$ cat config.mk
export PLATFORM = sky130hd
export DESIGN_NAME = nco_sweep_ctrl
export DESIGN_NICKNAME = d
export VERILOG_FILES = /design/src/rtl/nco_sweep_ctrl.sv
export SDC_FILE = /design/constraint.sdc
export NUM_CORES = 1
export LEC_CHECK = 0
export ABC_AREA = 1
export CAP_MARGIN = 10
export CORE_UTILIZATION = 55
export CTS_CLUSTER_DIAMETER = 40
export DETAILED_ROUTE_END_ITERATION = 8
export GPL_TIMING_DRIVEN = 0
export PLACE_DENSITY = 0.91
export SLEW_MARGIN = 40
export SYNTH_ARGS = -nofsm -noshare
export SYNTH_HDL_FRONTEND = slang
export SYNTH_SLANG_ARGS = --single-unit
$ cat constraint.sdc
create_clock -name clk -period 5.63 [get_ports clk]
set_clock_uncertainty 0.15 [all_clocks]
set_input_delay 0.563 -clock clk [delete_from_list [all_inputs] [get_ports clk]]
set_output_delay 0.563 -clock clk [all_outputs]
set_load 0.03 [all_outputs]
$ cat src/rtl/nco_sweep_ctrl.sv
// nco_sweep_ctrl: stepped frequency sweep sequencer for the NCO core.
// Accepts a start/stop/step/dwell descriptor, drives phi_inc_o through each
// point, waits out the NCO latency, then flags settled for the dwell time.
module nco_sweep_ctrl #(
    parameter int APR = 32,
    parameter int LAT = 9,
    parameter int CW  = 16
) (
    input  logic           clk,
    input  logic           reset,
    input  logic           clken,
    input  logic           cfg_valid,
    output logic           cfg_ready,
    input  logic [APR-1:0] cfg_start,
    input  logic [APR-1:0] cfg_stop,
    input  logic [APR-1:0] cfg_step,
    input  logic [CW-1:0]  cfg_dwell,
    input  logic           cfg_cont,
    input  logic           abort,
    output logic [APR-1:0] phi_inc_o,
    output logic           busy,
    output logic           settled,
    output logic           done
);

    // The shared counter must hold both LAT-1 and the largest dwell reload.
    localparam int LW = $clog2(LAT + 1);
    localparam int NW = (CW > LW) ? CW : LW;
    localparam logic [NW-1:0] LAT_LOAD = NW'(LAT - 1);

    typedef enum logic [1:0] {
        S_IDLE,
        S_SETTLE,
        S_DWELL,
        S_DONE
    } state_t;

    state_t          state_q, state_d;
    logic [NW-1:0]   cnt_q, cnt_d;
    logic [APR-1:0]  phi_q, phi_d;

    logic [APR-1:0]  start_q, stop_q, step_q;
    logic [CW-1:0]   dwell_q;
    logic            cont_q;

    logic            accept;
    logic [APR:0]    nxt;
    logic            last;

    // Next sweep point, one bit wider so a wrap past the top is visible.
    function automatic logic [APR:0] sweep_next(input logic [APR-1:0] cur,
                                                input logic [APR-1:0] inc);
        return {1'b0, cur} + {1'b0, inc};
    endfunction

    // Dwell reload value; a dwell of zero still holds the point for one tick.
    function automatic logic [NW-1:0] dwell_load(input logic [CW-1:0] d);
        logic [NW-1:0] w;
        w = NW'(d);
        return (d == '0) ? '0 : (w - NW'(1));
    endfunction

    assign cfg_ready = (state_q == S_IDLE) & ~abort;
    assign accept    = cfg_valid & cfg_ready;
    assign nxt       = sweep_next(phi_q, step_q);
    assign last      = (step_q == '0) | nxt[APR] | (nxt[APR-1:0] > stop_q);

    assign phi_inc_o = phi_q;
    assign busy      = (state_q != S_IDLE);
    assign settled   = (state_q == S_DWELL);
    assign done      = (state_q == S_DONE);

    // Descriptor capture on handshake; only meaningful while a sweep runs.
    always_ff @(posedge clk) begin
        if (accept) begin
            start_q <= cfg_start;
            stop_q  <= cfg_stop;
            step_q  <= cfg_step;
            dwell_q <= cfg_dwell;
            cont_q  <= cfg_cont;
        end
    end

    // State, shared settle/dwell counter and output phase increment.
    always_ff @(posedge clk or posedge reset) begin
        if (reset) begin
            state_q <= S_IDLE;
            cnt_q   <= '0;
            phi_q   <= '0;
        end else begin
            state_q <= state_d;
            cnt_q   <= cnt_d;
            phi_q   <= phi_d;
        end
    end

    // Sweep sequencing; abort wins over any clken-qualified progress.
    always_comb begin
        state_d = state_q;
        cnt_d   = cnt_q;
        phi_d   = phi_q;
        case (state_q)
            S_IDLE: begin
                if (accept) begin
                    phi_d   = cfg_start;
                    cnt_d   = LAT_LOAD;
                    state_d = S_SETTLE;
                end
            end
            S_SETTLE: begin
                if (abort) begin
                    state_d = S_IDLE;
                end else if (clken) begin
                    if (cnt_q == '0) begin
                        state_d = S_DWELL;
                        cnt_d   = dwell_load(dwell_q);
                    end else begin
                        cnt_d = cnt_q - NW'(1);
                    end
                end
            end
            S_DWELL: begin
                if (abort) begin
                    state_d = S_IDLE;
                end else if (clken) begin
                    if (cnt_q == '0) begin
                        if (!last) begin
                            phi_d   = nxt[APR-1:0];
                            cnt_d   = LAT_LOAD;
                            state_d = S_SETTLE;
                        end else if (cont_q) begin
                            phi_d   = start_q;
                            cnt_d   = LAT_LOAD;
                            state_d = S_SETTLE;
                        end else begin
                            state_d = S_DONE;
                        end
                    end else begin
                        cnt_d = cnt_q - NW'(1);
                    end
                end
            end
            S_DONE: begin
                state_d = S_IDLE;
            end
            default: begin
                state_d = S_IDLE;
            end
        endcase
    end

endmodule

==> results.md <==
- The flow ran to the end, and the final reports show no timing, DRC or antenna violations.
- Yosys printed 0 warnings.
- The final route contains 10000 vias.
- The number of global-route vias before repair is 9726.
- The worst path meets setup with 0.772 ns of slack.
- The startpoint of the lowest-slack register-to-register path is step_q[19].
- The type of the worst min-delay path is in2async.
- Setup repair after global routing left no endpoint under its margin.
- The die covers 20200 um^2.
- The count of state elements after synthesis is 163.
- The number of DRC violations after detailed-routing iteration 0 is 838.
- The global-route usage over all layers is 0.317.
- The number of placed instances, taps included, is 1849.
- The count of antenna diodes in the layout is 0.
- The site row count is 50.
- In the final layout, the share of cells above drive strength 1 is 0.0549.
- For this run, the register share of the synthesized area comes to 0.431.
- met2 is the most crowded layer.
- At the later pin of the worst-skew pair, clock insertion delay measures 0.45 ns.
- The routed wire length is 30800 um.
- The library cell used most frequently in the layout, excluding fill and tap cells, is sky130_fd_sc_hd__nand2_1.
- The first element of the critical path is step_q[19].
- After detailed routing, the number of vias per cell comes to 5.34.
- The starting density of the core is 0.569.
- The number of nets handed over by synthesis was 1623.
- Data arrives at the worst endpoint at 5.04 ns.
- Counting along the longest clock path gives a buffer depth of 2.
- In this run the worst path has a maximum fanout of 10.
- The sink count of the clock tree is 163.
- The global routing met1 resource utilization is 0.409.
- In the final design database the tool counted 1798 nets.
- The initial antenna violation count is 0.
- The worst setup path is launched from a flip-flop.
- The first global-routing pass estimated 48800 um of wire.
- The critical register-to-register path endpoint is phi_inc_o[18].
- The CTS tree is done.
- In this run the clock root is driven by a sky130_fd_sc_hd__clkbuf_16.
- The number of buffers inserted by post-CTS setup repair is 0.
- The static leakage power is 0.00657 uW.
- Before antenna repair, the detailed router went through 5 iterations.
- The post-synthesis instance total is 1433.
- The slew at the pin closest to its max-slew limit is 0.703 ns.
- The final count of pins violating max slew is 0.
- The core region is 19000 um^2.
- The hold violation total from the final report was 0.
- The logic depth of the worst register-to-register path is 23.
- The number of buffers added by the clock tree synthesis step is 17.
- In this run the number of H-tree levels came out at 4.
- The die span in y is 142 um.
- The total overflow left after global routing is 0.
- After clock tree synthesis, the clock-pin slew on the worst setup and hold paths is 0.07 ns.
- The max-cap check violation count is 0.
- The netlist area before placement is 10800 um^2.
- The aggregate negative setup slack is 0 ns.
- The library cells used most frequently in the layout, excluding fill and tap cells, are sky130_fd_sc_hd__nand2_1, sky130_fd_sc_hd__inv_1, sky130_fd_sc_hd__clkdlybuf4s50_1.
- The endpoint required time on the critical path is 5.81 ns.
- The count of nets left with antenna violations once routing finished came out at 0.
- The number of different library cells used by synthesis comes to 44.
- The worst voltage drop across the vdd grid is 301 uV.
- The end point of the critical path is phi_inc_o[18].
- The minimum period implied by the final worst setup slack is 4.86 ns.
- The number of standard cells in the layout, taps in and fillers out is 1881.
- The setup check on the worst reg-to-reg path leaves a slack of 0.77 ns.
- For this run, global-route usage on met3 was measured as 0.0528.
- The pre-CTS setup slack is 0.881 ns.
- The setup path with the least slack is of type reg2reg.
- The weighted congestion reported at the end of routability-driven placement is 0.922.
- The number of buffers added to fix hold violations after cts is 0.
- The average wire per standard cell is 16.4 um.
- Headroom to the max-slew limit came out at 0.532.
- The power density relative to cell area is 624 nW/um^2.
- For this run, design rule violations remaining after detail routing come to 0.
- The area growth from synthesis to layout is 23.4%.
- The synthesized area per cell is 7.53 um^2.
- The upper clock frequency limit is 206 MHz.
- The maximum number of pins on one net before global-route repair is 46.
- With fillers left out, the area of the finished cells amounts to 13300 um^2.
- Of the available clock period, the critical path in the final layout requires 0.863.
- The floorplan die width is 142 um.
- The sum of net half-perimeters after detailed placement is 23500 um.
- The number of I/O pins is 154.
- The element type at the critical path end is a flip-flop.
- The global-route track usage on met2 is 0.533.
- Setup violations remaining at the end of the flow were counted as 0.
- The quantity of gates resized following cts is 0.
- The placed standard-cell area is 12700 um^2.
- The count of port buffers added during placement is 153.
## cell usage after synthesis, drive strengths merged
cell	number	area (um^2)
o211ai	2	20.0
nand4	12	87.6
clkinv	2	7.51
edfxtp	113	3390
ha	71	888
or2	4	25.0
and3	2	12.5
xor2	27	236
nor4	9	56.3
buf	21	125
nand3b	12	90.1
a31oi	1	6.26
nor2	93	378
and2	5	31.3
nor3	19	100
o22ai	10	62.6
a21oi	44	228
o21ai	32	160
clkbuf	7	26.3
o21a	3	22.5
fa	1	20.0
xnor2	8	70.1
inv	253	950
nand3	94	475
dfrtp	50	1250
nand2	535	2040
nor3b	1	7.51
a21o	2	15.0
## stage by stage
| step | hold WS [ns] | util | power (uW) |
|---|---|---|---|
| final | 0.242 | 0.702 | 8300 |
| after global routing | 0.258 | 0.702 | 8930 |
| after CTS | 0.239 | 0.702 | 8220 |
| after detailed placement | 0.335 | 0.671 | 6960 |
| after global placement | 0.324 | 0.667 | 6770 |
| after floorplan | 0.309 | - | 5390 |
## logic make-up after synthesis
kind of cell | Yosys count | synth area share
fa+ha+maj | 72 | 0.0842
xor+xnor | 35 | 0.0284
flops | 163 | 0.431
buf+inv | 283 | 0.103
compound gates | 94 | 0.0477
simple gates | 786 | 0.306
## worst min-delay path by stage
stage / to / depth (start not counted)
global placement: cnt_q[12] / 2
floorplan: cnt_q[12] / 2
CTS: phi_inc_o[24] / 2
finish: phi_inc_o[24] / 2
global route: phi_inc_o[24] / 2
detailed placement: cnt_q[15] / 2
## report_power, final
part           switching, uW  leakage, uW  internal [uW]
Combinational           3500      0.00460           1770
Sequential               235      0.00168           1600
Clock                    538     0.000294            669
## state kept, by name, summed over array words and instances (netlist names)
register and flops:
cnt_q 16, start_q 32, state_q 2, dwell_q 16, stop_q 32, phi_inc_o 32
step_q 32, cont_q 1
## critical path, cell delays in order (launching register included)
cell and delay [ns]:
sky130_fd_sc_hd__edfxtp_1 0.43, sky130_fd_sc_hd__ha_1 0.39, sky130_fd_sc_hd__nand2_1 0.14, sky130_fd_sc_hd__nor2_1 0.16
sky130_fd_sc_hd__inv_1 0.10, sky130_fd_sc_hd__nor3_1 0.34, sky130_fd_sc_hd__nand3_1 0.17, sky130_fd_sc_hd__nand3_1 0.11
sky130_fd_sc_hd__nand2_1 0.05, sky130_fd_sc_hd__nand2_1 0.15, sky130_fd_sc_hd__inv_1 0.06, sky130_fd_sc_hd__ha_1 0.29
sky130_fd_sc_hd__nand2_1 0.08, sky130_fd_sc_hd__nor2_1 0.18, sky130_fd_sc_hd__nand4_1 0.20, sky130_fd_sc_hd__nor2_1 0.29
sky130_fd_sc_hd__nand4_1 0.12, sky130_fd_sc_hd__nand2_1 0.33, sky130_fd_sc_hd__clkbuf_1 0.50, sky130_fd_sc_hd__nand3_1 0.17
sky130_fd_sc_hd__nand3_1 0.12, sky130_fd_sc_hd__nand2_1 0.07, sky130_fd_sc_hd__nand2_1 0.07, sky130_fd_sc_hd__nand2_1 0.05
## metal layers
metal  part of all wire  vias up
met5                  0        -
li1                   -     4884
met1               0.42     4671
met4              0.025        0
met2               0.49      429
met3              0.068       62
## layout make-up
| cell class | count | area [um^2] |
|---|---|---|
| fill | 1492 | 5650 |
| clock buffer | 18 | 429 |
| inverter | 255 | 960 |
| buffer | 28 | 151 |
| tap | 260 | 325 |
| sequential | 163 | 4640 |
| clock inverter | 14 | 166 |
| timing repair buffer | 156 | 1590 |
| multi-input combinational | 987 | 5040 |
(Power assumes the default switching activity.)
==> RTL edit 1 (same flow settings) <==
Change the parameter `CW` from 16 to 17.
--- a/src/rtl/nco_sweep_ctrl.sv
+++ b/src/rtl/nco_sweep_ctrl.sv
@@ -4,7 +4,7 @@
 module nco_sweep_ctrl #(
     parameter int APR = 32,
     parameter int LAT = 9,
-    parameter int CW  = 16
+    parameter int CW  = 17
 ) (
     input  logic           clk,
     input  logic           reset,
Interface: changed (resized cfg_dwell); port bits go from 154 to 155. No check against the original RTL was run, so the function may have changed too.
==> RTL edit 1 against the original RTL <==
  * Power down 4.5%
  * Synthesized cell count is 3.3% higher
  * Sequential cell count grew 2
  * Setup slack gained 58 ps
  * Count of clock-buffer cells in the layout down 1
  * Design area up 1.6%
  * Routed wire length is 0.95% higher
  * First-iteration DRC count increased by 8.0%
  * Synthesized area rose by 2.1%
  * Utilization fell by 0.94 points
==> RTL edit 1: results (changes against the original RTL) <==
.. list-table::
   :header-rows: 1

   * - Metric
     - Value
   * - Initial DRC count
     - 905 (+8.0%)
   * - Routed wl met2
     - 14700 um (-1.5%)
   * - Clk. pwr
     - 0.00115 W (-5%)
   * - Post-DP HPWL
     - 23900 um (+2.0%)
   * - Adder-cell share of the synthesized area
     - 8.25% (-0.17 points)
   * - Fraction of synthesized cell area in xor and xnor cells
     - 2.31% (-0.54 points)
   * - Reg-to-reg critical path startpoint
     - step_q[17]$_DFFE_PP_
   * - Register share of total power
     - 22.8% (+0.7 points)
   * - Cell variety after synth
     - 39 (-11%)
   * - Grt met1 use
     - 40.4% (-0.53 points)
   * - Routed wl met3
     - 2090 um (-0.62%)
   * - Sequential standard cell area
     - 4700 um^2 (+1.2%)
   * - Static power due to leakage
     - 6.79 nW (+3.3%)
   * - Outcome
     - finished clean
   * - Number of fill cells in the layout
     - 1569 (+5.2%)
   * - Compound-Gate Fraction of Synth Area
     - 4.08% (-0.69 points)
   * - Number of global-route vias before repair
     - 9835 (+1.1%)
   * - Input/output buffers
     - 154 (+0.65%)
   * - Slack of the worst reg-to-reg path
     - 830 ps (+60 ps)
   * - Global routing met2 resource utilization
     - 51.8% (-1.6 points)
   * - Net total in the final layout
     - 1848 (+2.8%)
   * - Capturing point of the worst reg2reg path
     - phi_inc_o[14]$_DFFE_PP0P_
   * - Combined global-route utilization of all metal layers
     - 31.2% (-0.51 points)
   * - Data arrival time of the critical path
     - 4980 ps (-60 ps)
   * - Dominant cells by area after synthesis
     - edfxtp_1 (31%), nand2_1 (19%), dfrtp_1 (12%), inv_1 (8.8%), ha_1 (8.1%)
   * - Sequential share of the synthesized area
     - 42.7% (-0.39 points)
   * - M1 wire length
     - 13400 um (+3.7%)
RTL edit 1: changes by cell type after synthesis, moves of 4 or more:
cell     unedited run  this run
inv_2              10         4
nand3_1            93       100
nand4_1            10        15
nor2_1             89        95
xor2_1             27        22
inv_1             243       259
o21ai_2             0        10
nand2_1           524       566
o22ai_1            10         0
nand2_2            10         6
o21ai_1            20         6
buf_2              13         9
RTL edit 1: metrics by stage:
stage          power, W  std cells  worst slack (ps)
4_1_cts         0.00785       1935               959
3_5_place_dp    0.00666       1903               991
2_1_floorplan   0.00518       1481              1060
6_report        0.00793       1935               830
5_1_grt         0.00852       1935               458
3_3_place_gp    0.00651       1900              -722
RTL edit 1: cell type report:
type / instances / area share [%]
plain buffers: 29 / 1.19
clock buffers: 17 / 3.15
clock inverters: 15 / 1.07
inverters: 263 / 7.32
flip-flops and latches: 165 / 34.7
well taps: 265 / 2.45
multi-input cells: 1024 / 38.2
repair buffers: 157 / 11.8
==> RTL edit 2 (same settings) <==
Made on the original files. Register the input `cfg_stop` before use, without a reset. The logic sees it one clock later. The other inputs are not delayed to match.
--- a/src/rtl/nco_sweep_ctrl.sv
+++ b/src/rtl/nco_sweep_ctrl.sv
@@ -34,6 +34,12 @@
         S_DWELL,
         S_DONE
     } state_t;
+
+    logic [APR-1:0] cfg_stop_q;
+
+    always_ff @(posedge clk) begin
+        cfg_stop_q <= cfg_stop;
+    end
 
     state_t          state_q, state_d;
     logic [NW-1:0]   cnt_q, cnt_d;
@@ -74,7 +80,7 @@
     always_ff @(posedge clk) begin
         if (accept) begin
             start_q <= cfg_start;
-            stop_q  <= cfg_stop;
+            stop_q  <= cfg_stop_q;
             step_q  <= cfg_step;
             dwell_q <= cfg_dwell;
             cont_q  <= cfg_cont;
Function: no difference found for any inputs over 10 cycles, from zero or initial values and one cycle with reset high; that may be too few to reach the edited logic, so the function may still have changed.
==> RTL edit 2 against the original RTL <==
  * Power shrank 3.3%
  * Setup slack lost 120 ps
  * Die area grew 5.9%
  * Routed wire length shrank 0.83%
  * Design area grew 5.1%
  * Sequential cell count grew 32
  * Synthesized area grew 5.9%
  * Largest power group unchanged
==> RTL edit 2: results (changes against the original RTL) <==
.. list-table::
   :header-rows: 1

   * - Metric
     - Value
   * - Net total in the final layout
     - 1842 (+2.4%)
   * - Number of global-route vias before repair
     - 9867 (+1.4%)
   * - Instance area at placement
     - 13400 um^2 (+5.3%)
   * - Net count of the mapped netlist
     - 1666 (+2.6%)
   * - Reg-to-reg critical path startpoint
     - phi_inc_o[0]$_DFFE_PP0P_
   * - Met3 track demand over resource in global routing
     - 5.69% (+0.40 points)
   * - Wire length of the first global-routing pass
     - 49000 um (+0.37%)
   * - Grt met1 use
     - 38.8% (-2.1 points)
   * - First-pass iteration count of the detailed router
     - 8 (+3)
   * - Combined global-route utilization of all metal layers
     - 29.4% (-2.3 points)
   * - Capturing point of the worst reg2reg path
     - phi_inc_o[21]$_DFFE_PP0P_
   * - Maximum number of pins on one net before global-route repair
     - 34 (-26%)
   * - Via density per instance
     - 5.33 (-0.23%)
   * - Slowest stage delay, CP
     - 540 ps (+40 ps)
   * - Count of cells along the worst hold path
     - 0
   * - Post-DP HPWL
     - 23600 um (+0.41%)
   * - Highest ir drop seen on vdd
     - 0.282 mV (-6.3%)
   * - Clk buf depth
     - 2 (unchanged)
   * - Relative slew slack
     - 56.5% (+3.3 points)
   * - Fraction of layout instances using a drive strength above 1
     - 4.44% (-1.0 points)
   * - Initial DRC count
     - 1074 (+28%)
   * - Leading post-synthesis cells by instance count
     - nand2_1 (527), inv_1 (255), edfxtp_1 (113)
   * - Number of antenna violations at the first check in global routing
     - 0 (unchanged)
   * - Dominant cells by area after synthesis
     - edfxtp_1 (30%), nand2_1 (17%), dfrtp_1 (11%), inv_1 (8.4%), ha_1 (7.8%)
   * - Share of flip-flops with an asynchronous set or reset after synthesis
     - 25.6% (-5.0 points)
   * - Worst hold path endpoint
     - stop_q[11]$_DFFE_PP_
   * - Cell variety after synth
     - 41 (-6.8%)
   * - Outcome
     - finished clean
   * - Slack of the worst reg-to-reg path
     - 650 ps (-120 ps)
   * - Power dissipated by switching net loads
     - 0.00400 W (-6.4%)
   * - Data arrival time of the critical path
     - 5160 ps (+120 ps)
   * - Hold Path Class
     - reg -> reg
   * - H-tree Lvls
     - 4 (unchanged)
   * - Sequential share of the synthesized area
     - 46.2% (+3.2 points)
   * - Global routing met2 resource utilization
     - 47.9% (-5.4 points)
   * - Post CTS Setup Buffer Count
     - 0 (unchanged)
   * - Worst reg2reg path depth
     - 25 (+8.7%)
   * - Final Wtd Congestion
     - 0.922 (about the same)
   * - Average detailed-routed wire length per instance
     - 15.8 um (-3.6%)
   * - Static power due to leakage
     - 6.87 nW (+4.6%)
[RTL edit 2: cell type report]
cell class / instances / area (um^2)
fillers: 1655 / 6320
flip-flops and latches: 195 / 5290
multi-input cells: 992 / 5020
repair buffers: 157 / 1610
inverters: 262 / 986
clock buffers: 18 / 439
well taps: 270 / 338
clock inverters: 14 / 158
plain buffers: 27 / 144
[RTL edit 2: power groups by stage]
stage / combinational, W / clock [W] / sequential, W
6_report: 0.00478 / 0.00123 / 0.00202
3_3_place_gp: 0.00446 / 0 / 0.00206
4_1_cts: 0.00470 / 0.00123 / 0.00202
3_5_place_dp: 0.00464 / 0 / 0.00205
5_1_grt: 0.00531 / 0.00129 / 0.00205
2_1_floorplan: 0.00305 / 0 / 0.00220
[RTL edit 2: stage by stage]
stage,TNS [ps],setup WS [ps],cells,hold slack (ps),total power (W)
6_report,0,649,1935,254,0.00803
5_1_grt,0,396,1935,257,0.00865
4_1_cts,0,758,1935,257,0.00795
3_5_place_dp,0,822,1903,239,0.00669
3_3_place_gp,-39920,-842,1899,238,0.00653
2_1_floorplan,0,1040,1476,236,0.00525
[RTL edit 2: worst max path at each step]
stage,start,endpoint,slack [ps],cells after the start
finish,phi_inc_o[0]$_DFFE_PP0P_,phi_inc_o[21]$_DFFE_PP0P_,650,25
detailed placement,phi_inc_o[0]$_DFFE_PP0P_,phi_inc_o[21]$_DFFE_PP0P_,820,25
global placement,abort,phi_inc_o[3]$_DFFE_PP0P_,-840,11
floorplan,abort,phi_inc_o[1]$_DFFE_PP0P_,1040,10
CTS,phi_inc_o[0]$_DFFE_PP0P_,phi_inc_o[21]$_DFFE_PP0P_,760,25
global route,phi_inc_o[0]$_DFFE_PP0P_,phi_inc_o[23]$_DFFE_PP0P_,400,25
[RTL edit 2: cells by family after synthesis]
logic type	Yosys count	share of synthesized area [%]
XOR/XNOR	32	2.45
AO/OA/AOI/OAI	94	4.39
AND/OR/NAND/NOR	794	29.1
flip-flops	195	46.2
adder cells (fa/ha/maj)	72	7.95
buffers and inverters	289	9.87
[RTL edit 2: metal layers]
layer / share of wire, % / routed length, um
met1: 42 / 12900
met4: 3.0 / 922
met3: 7.6 / 2320
met5: 0 / 0
met2: 47 / 14300
